File: config.mk
export PLATFORM = sky130hd
export DESIGN_NAME = shiftreg_rx
export DESIGN_NICKNAME = d
export VERILOG_FILES = /design/src/rtl/shiftreg_rx.sv
export SDC_FILE = /design/constraint.sdc
export NUM_CORES = 1
export LEC_CHECK = 0
export ABC_AREA = 1
export BUFFER_PORTS_ARGS = -buffer_cell sky130_fd_sc_hd__buf_2
export CAP_MARGIN = 20
export CORE_MARGIN = 2
export CORE_UTILIZATION = 58
export DETAILED_ROUTE_END_ITERATION = 12
export HOLD_SLACK_MARGIN = 0.1
export PLACE_DENSITY = 0.8
export SLEW_MARGIN = 20
export SYNTH_ARGS = -nofsm -noshare
export SYNTH_HDL_FRONTEND = slang
export SYNTH_SLANG_ARGS = --single-unit
File: constraint.sdc
create_clock -name CLK -period 4.4 [get_ports CLK]
set_input_delay 0.22 -clock CLK [delete_from_list [all_inputs] [get_ports CLK]]
set_output_delay 0.22 -clock CLK [all_outputs]
set_load 0.1 [all_outputs]
File: src/rtl/shiftreg_rx.sv
// Receive side of the serial shift-register configuration link: deserialises dynamic
// and static frames MSB first and commits them only when the bit count is exact.
module shiftreg_rx #(
    parameter int SIZESRSTAT    = 88,
    parameter int SIZESRDYN     = 16,
    parameter int CNTW          = 8,
    parameter int LATCH_TIMEOUT = 32
) (
    input  logic                  CLK,
    input  logic                  RST,
    input  logic                  sel_dyn,
    input  logic                  sel_stat,
    input  logic                  en_fin,
    input  logic                  serial_in,
    input  logic                  err_clr,
    output logic [SIZESRDYN-1:0]  dyn_q,
    output logic [SIZESRSTAT-1:0] stat_q,
    output logic                  dyn_valid,
    output logic                  stat_valid,
    output logic                  frame_err,
    output logic                  busy
);
    localparam int TW = $clog2(LATCH_TIMEOUT + 1);
    localparam logic [CNTW-1:0] DYN_LEN  = CNTW'(SIZESRDYN);
    localparam logic [CNTW-1:0] STAT_LEN = CNTW'(SIZESRSTAT);
    localparam logic [TW-1:0]   TMO_LAST = TW'(LATCH_TIMEOUT - 1);

    typedef enum logic [1:0] {IDLE, SHIFT_DYN, WAIT_LATCH, SHIFT_STAT} state_t;

    state_t                  state_q;
    logic [SIZESRDYN-1:0]    dyn_sh_q;
    logic [SIZESRDYN-1:0]    dyn_word_q;
    logic [SIZESRSTAT-1:0]   stat_sh_q;
    logic [SIZESRSTAT-1:0]   stat_word_q;
    logic [CNTW-1:0]         cnt_q;
    logic [TW-1:0]           tmo_q;
    logic                    dyn_valid_q;
    logic                    stat_valid_q;
    logic                    frame_err_q;

    logic dshift, sshift, strobe, illegal;

    assign dshift  = sel_dyn & en_fin & ~sel_stat;
    assign sshift  = sel_stat & en_fin & ~sel_dyn;
    assign strobe  = sel_stat & ~en_fin & ~sel_dyn;
    assign illegal = sel_dyn & sel_stat;

    function automatic logic [CNTW-1:0] cnt_inc(input logic [CNTW-1:0] c);
        return (&c) ? c : c + 1'b1;
    endfunction

    always_ff @(posedge CLK) begin
        if (RST) begin
            state_q      <= IDLE;
            dyn_sh_q     <= '0;
            dyn_word_q   <= '0;
            stat_sh_q    <= '0;
            stat_word_q  <= '0;
            cnt_q        <= '0;
            tmo_q        <= '0;
            dyn_valid_q  <= 1'b0;
            stat_valid_q <= 1'b0;
            frame_err_q  <= 1'b0;
        end else begin
            dyn_valid_q  <= 1'b0;
            stat_valid_q <= 1'b0;
            // Any later set in this block overrides the clear on the same edge.
            if (err_clr)
                frame_err_q <= 1'b0;

            case (state_q)
                IDLE: begin
                    if (illegal) begin
                        frame_err_q <= 1'b1;
                    end else if (dshift) begin
                        dyn_sh_q <= SIZESRDYN'(serial_in);
                        cnt_q    <= CNTW'(1);
                        state_q  <= SHIFT_DYN;
                    end else if (sshift) begin
                        stat_sh_q <= SIZESRSTAT'(serial_in);
                        cnt_q     <= CNTW'(1);
                        state_q   <= SHIFT_STAT;
                    end
                end

                SHIFT_DYN: begin
                    if (illegal) begin
                        frame_err_q <= 1'b1;
                        state_q     <= IDLE;
                    end else if (dshift) begin
                        dyn_sh_q <= {dyn_sh_q[SIZESRDYN-2:0], serial_in};
                        cnt_q    <= cnt_inc(cnt_q);
                        if (cnt_q >= DYN_LEN)
                            frame_err_q <= 1'b1;
                    end else if (strobe) begin
                        if (cnt_q == DYN_LEN) begin
                            dyn_word_q  <= dyn_sh_q;
                            dyn_valid_q <= 1'b1;
                        end else begin
                            frame_err_q <= 1'b1;
                        end
                        state_q <= IDLE;
                    end else if (!en_fin) begin
                        tmo_q   <= '0;
                        state_q <= WAIT_LATCH;
                    end else begin
                        // en_fin without sel_dyn mid dynamic frame: abandon it
                        frame_err_q <= 1'b1;
                        state_q     <= IDLE;
                    end
                end

                WAIT_LATCH: begin
                    if (illegal) begin
                        frame_err_q <= 1'b1;
                        state_q     <= IDLE;
                    end else if (strobe) begin
                        if (cnt_q == DYN_LEN) begin
                            dyn_word_q  <= dyn_sh_q;
                            dyn_valid_q <= 1'b1;
                        end else begin
                            frame_err_q <= 1'b1;
                        end
                        state_q <= IDLE;
                    end else if (dshift) begin
                        frame_err_q <= 1'b1;
                        dyn_sh_q    <= SIZESRDYN'(serial_in);
                        cnt_q       <= CNTW'(1);
                        state_q     <= SHIFT_DYN;
                    end else if (tmo_q == TMO_LAST) begin
                        frame_err_q <= 1'b1;
                        state_q     <= IDLE;
                    end else begin
                        tmo_q <= tmo_q + 1'b1;
                    end
                end

                SHIFT_STAT: begin
                    if (illegal) begin
                        frame_err_q <= 1'b1;
                        state_q     <= IDLE;
                    end else if (sshift) begin
                        stat_sh_q <= {stat_sh_q[SIZESRSTAT-2:0], serial_in};
                        cnt_q     <= cnt_inc(cnt_q);
                        if (cnt_q >= STAT_LEN)
                            frame_err_q <= 1'b1;
                    end else if (!en_fin) begin
                        if (cnt_q == STAT_LEN) begin
                            stat_word_q  <= stat_sh_q;
                            stat_valid_q <= 1'b1;
                        end else begin
                            frame_err_q <= 1'b1;
                        end
                        state_q <= IDLE;
                    end else begin
                        frame_err_q <= 1'b1;
                        state_q     <= IDLE;
                    end
                end

                default: state_q <= IDLE;
            endcase
        end
    end

    assign dyn_q      = dyn_word_q;
    assign stat_q     = stat_word_q;
    assign dyn_valid  = dyn_valid_q;
    assign stat_valid = stat_valid_q;
    assign frame_err  = frame_err_q;
    assign busy       = (state_q != IDLE);

endmodule

==> run_results.csv <==
group,metric,value,unit
synthesis,avgSynthCellArea,8.156,um2
global_route,grt_pass1_vias,6632,
timing,fin_setup_tns,0,ns
drt,route.detailed.drc,0,
synthesis,synth_area,0.008507,mm2
drt,wirelength,17860,um
clock_network,h-tree-depth,1,
synthesis,synthDistinctLibCells,28,
global_route,met3_usage,0.04279,
final_layout,nets,1132,
drt,vias_per_cell,5.432,
global_route,gr-total-overflow,0,
timing,clock_skew,0.01003,ns
synthesis,synth-seq-area-share,0.5342,
pwr,vdd_ir_drop_max,0.0003096,V
drt,vias,7154,
worst_setup_path,rr_worst_depth,11,
floorplanning,fp.dieW,125.1,um
floorplanning,design.die.area,0.01565,mm2
timing,hold_viol,0,
min_path,hold_depth,4,
pwr,fin_total_pwr,4775,uW
worst_setup_path,critPathRequiredTime,4.77,ns
global_route,grt_max_degree,97,
min_path,hold_start,"en_fin",
global_route,grtUsageMet1,0.3120,
pwr,leakage,0.003969,uW
global_route,met2_usage,0.3590,
clock_network,cts_max_path_buffers,3,
worst_setup_path,crit_type,"register to register",
global_route,grtUsageTotal,0.2247,
final_layout,fin_util,0.6825,
clock_network,cts_setup_buffers,0,
worst_setup_path,r2r-start,"state_q[1]",
clock_network,cts_sinks,227,
timing,maxSlewViolCount,0,
timing,min_period,2.571,ns
clock_network,post_cts_resized,0,
clock_network,path_clk_slew,0.06,ns
global_route,antenna_found_initial,0,
final_layout,multi_input_area,0.003213,mm2
timing,worst_pin_slew,0.9211,ns
floorplanning,io_pins,115,
drt,drt_iter0_markers,556,
final_layout,antenna_cells,0,
worst_setup_path,startpoint,"state_q[1]",
final_layout,fillers,1195,
worst_setup_path,crit_path_end_kind,"register",
synthesis,ys_seq_elements,227,
timing,post-route-period-util,0.5844,
final_layout,drive_gt1_frac,0.1589,
placed_design,gp_congestion,0.9055,
final_layout,seqCellArea,0.004544,mm2
min_path,hold-path-endpoint,"stat_valid",
synthesis,yosys_warnings,0,
job,drv_cap,0,
placed_design,dp_hpwl,10940,um
floorplanning,start_util,0.5898,
clock_network,cts_buffers,23,
clock_network,cts_tree,"built",
worst_setup_path,r2r_slack,1.83,ns
pwr,p_per_area,485.1,mW/mm2
synthesis,netlist_instances,1043,
min_path,hold_class,"primary input to register",
clock_network,root_buffer,"clkbuf_16",
clock_network,clk_latency,0.50,ns
global_route,busiest_layer,"met2",
synthesis,syn-num-nets,1057,
floorplanning,dieHeight,125.1,um
final_layout,area_growth,15.72,%
worst_setup_path,path_max_fanout,21,
timing,relSlewSlack,0.3859,
floorplanning,rows,44,
status,outcome,"finished clean",
placed_design,dp_slack,1.967,ns
drt,firstDrtPassIters,5,
timing,setup_slack,1.829,ns
drt,postRouteAntennaNets,0,
floorplanning,coreArea,0.01442,mm2
timing,finalSetupViolations,0,
placed_design,portBuffers,114,
timing,rsz0062_at_grt,"false",
global_route,grt_pass1_wl,30610,um
worst_setup_path,r2r-end,"cnt_q[0]",
worst_setup_path,crit_arrival,2.95,ns
drt,routedWlPerCell,13.56,um
timing,max_freq,0.3889,GHz
timing,holdWs,0.1390,ns
worst_setup_path,critPathLaunchType,"register",
-- cell usage after synthesis --
library cell  number  share of area
nand3_1           35          0.021
nor3_1             7         0.0041
nor4_1             1        0.00074
nor2_2             4         0.0029
a22oi_1           85          0.075
buf_1              1        0.00044
a31o_2             1         0.0010
a21oi_1          122          0.072
o21ai_1           67          0.039
nor3_2             1         0.0012
inv_1            108          0.048
clkbuf_1          36          0.016
o21ai_2            1         0.0010
a32oi_1            2         0.0021
a41oi_1            1         0.0010
inv_2             12         0.0053
buf_2             29          0.017
o21ai_0           49          0.029
nor2_1           152          0.067
ha_1               7          0.010
nor3_4             1         0.0019
nand4_1            7         0.0051
o22ai_1            1        0.00074
xor2_1             7         0.0072
nand2_1           73          0.032
buf_4              5         0.0044
nand2_2            1        0.00074
dfxtp_1          227           0.53
-- worst max-delay path: stages (launching register included) --
cell and delay, ns:
dfxtp_1 0.34, inv_1 0.10, ha_1 0.63, inv_1 0.14
nand2_1 0.13, nand3_1 0.08, nand3_1 0.17, a21oi_1 0.07
nand2_1 0.29, inv_1 0.21, o21ai_0 0.23, nor2_1 0.06
-- layout make-up --
class / instances / share of cell area
Clock inverter: 9 / 0.01220
Clock buffer: 31 / 0.06660
Sequential cell: 227 / 0.4616
Timing Repair Buffer: 121 / 0.06380
Tap cell: 184 / 0.02339
Multi-Input combinational cell: 625 / 0.3264
Inverter: 120 / 0.04601
-- metrics by stage --
stage	cell area (um2)	cells
floorplan	8507	1043
global placement	9056	1276
detailed placement	9059	1276
CTS	9844	1317
global route	9844	1317
finish	9844	1317
-- report_power, final --
part | leakage, uW | switching [uW] | internal (uW)
Combinational | 0.00175 | 520 | 154
Sequential | 0.00183 | 37.9 | 2090
Clock | 0.000389 | 757 | 1210
Total | 0.00397 | 1320 | 3460
-- metal layers --
layer / up-vias / routed length, um
li1: 3633 / -
met1: 3303 / 8356
met2: 188 / 8172
met3: 30 / 996
met4: 0 / 335
met5: - / 0
-- timing repair --
item                                   4_1_cts  5_1_grt
hold buffers                                 1        0
setup endpoints to repair                    0        0
endpoints found under the hold margin        2        0
-- cell usage in the layout, fill, tap and decap left out, drive strengths merged, types with 31 or more instances in the layout --
master / n
o21ai: 117
clkbuf: 31
inv: 120
dfxtp: 227
nand3: 35
buf: 120
nor2: 156
a22oi: 85
nand2: 74
a21oi: 122
-- worst max-delay path by stage --
| stage | to | slack [ns] | depth (start not counted) |
|---|---|---|---|
| detailed placement | cnt_q[0] | 1.97 | 11 |
| global placement | stat_sh_q[77] | 2.02 | 8 |
| floorplan | dyn_sh_q[10] | 2.35 | 9 |
| CTS | cnt_q[0] | 1.88 | 11 |
| finish | cnt_q[0] | 1.83 | 11 |
| global route | cnt_q[0] | 1.55 | 11 |
-- sequential cells by signal, indices dropped and copies added (netlist names), 2 cells and up --
signal and cells:
dyn_q 16, state_q 2, stat_q 88, dyn_sh_q 16, stat_sh_q 88, tmo_q 6, cnt_q 8
-- kinds of logic after synthesis --
family	Yosys count	synth area share
buffers and inverters	191	0.09075
adders and majority gates	7	0.01030
AOI/OAI and AO/OA	329	0.2209
xor gates and xnor gates	7	0.007207
and+or+nand+nor	282	0.1366
DFF	227	0.5342
Power figures use the tool's default switching activity.
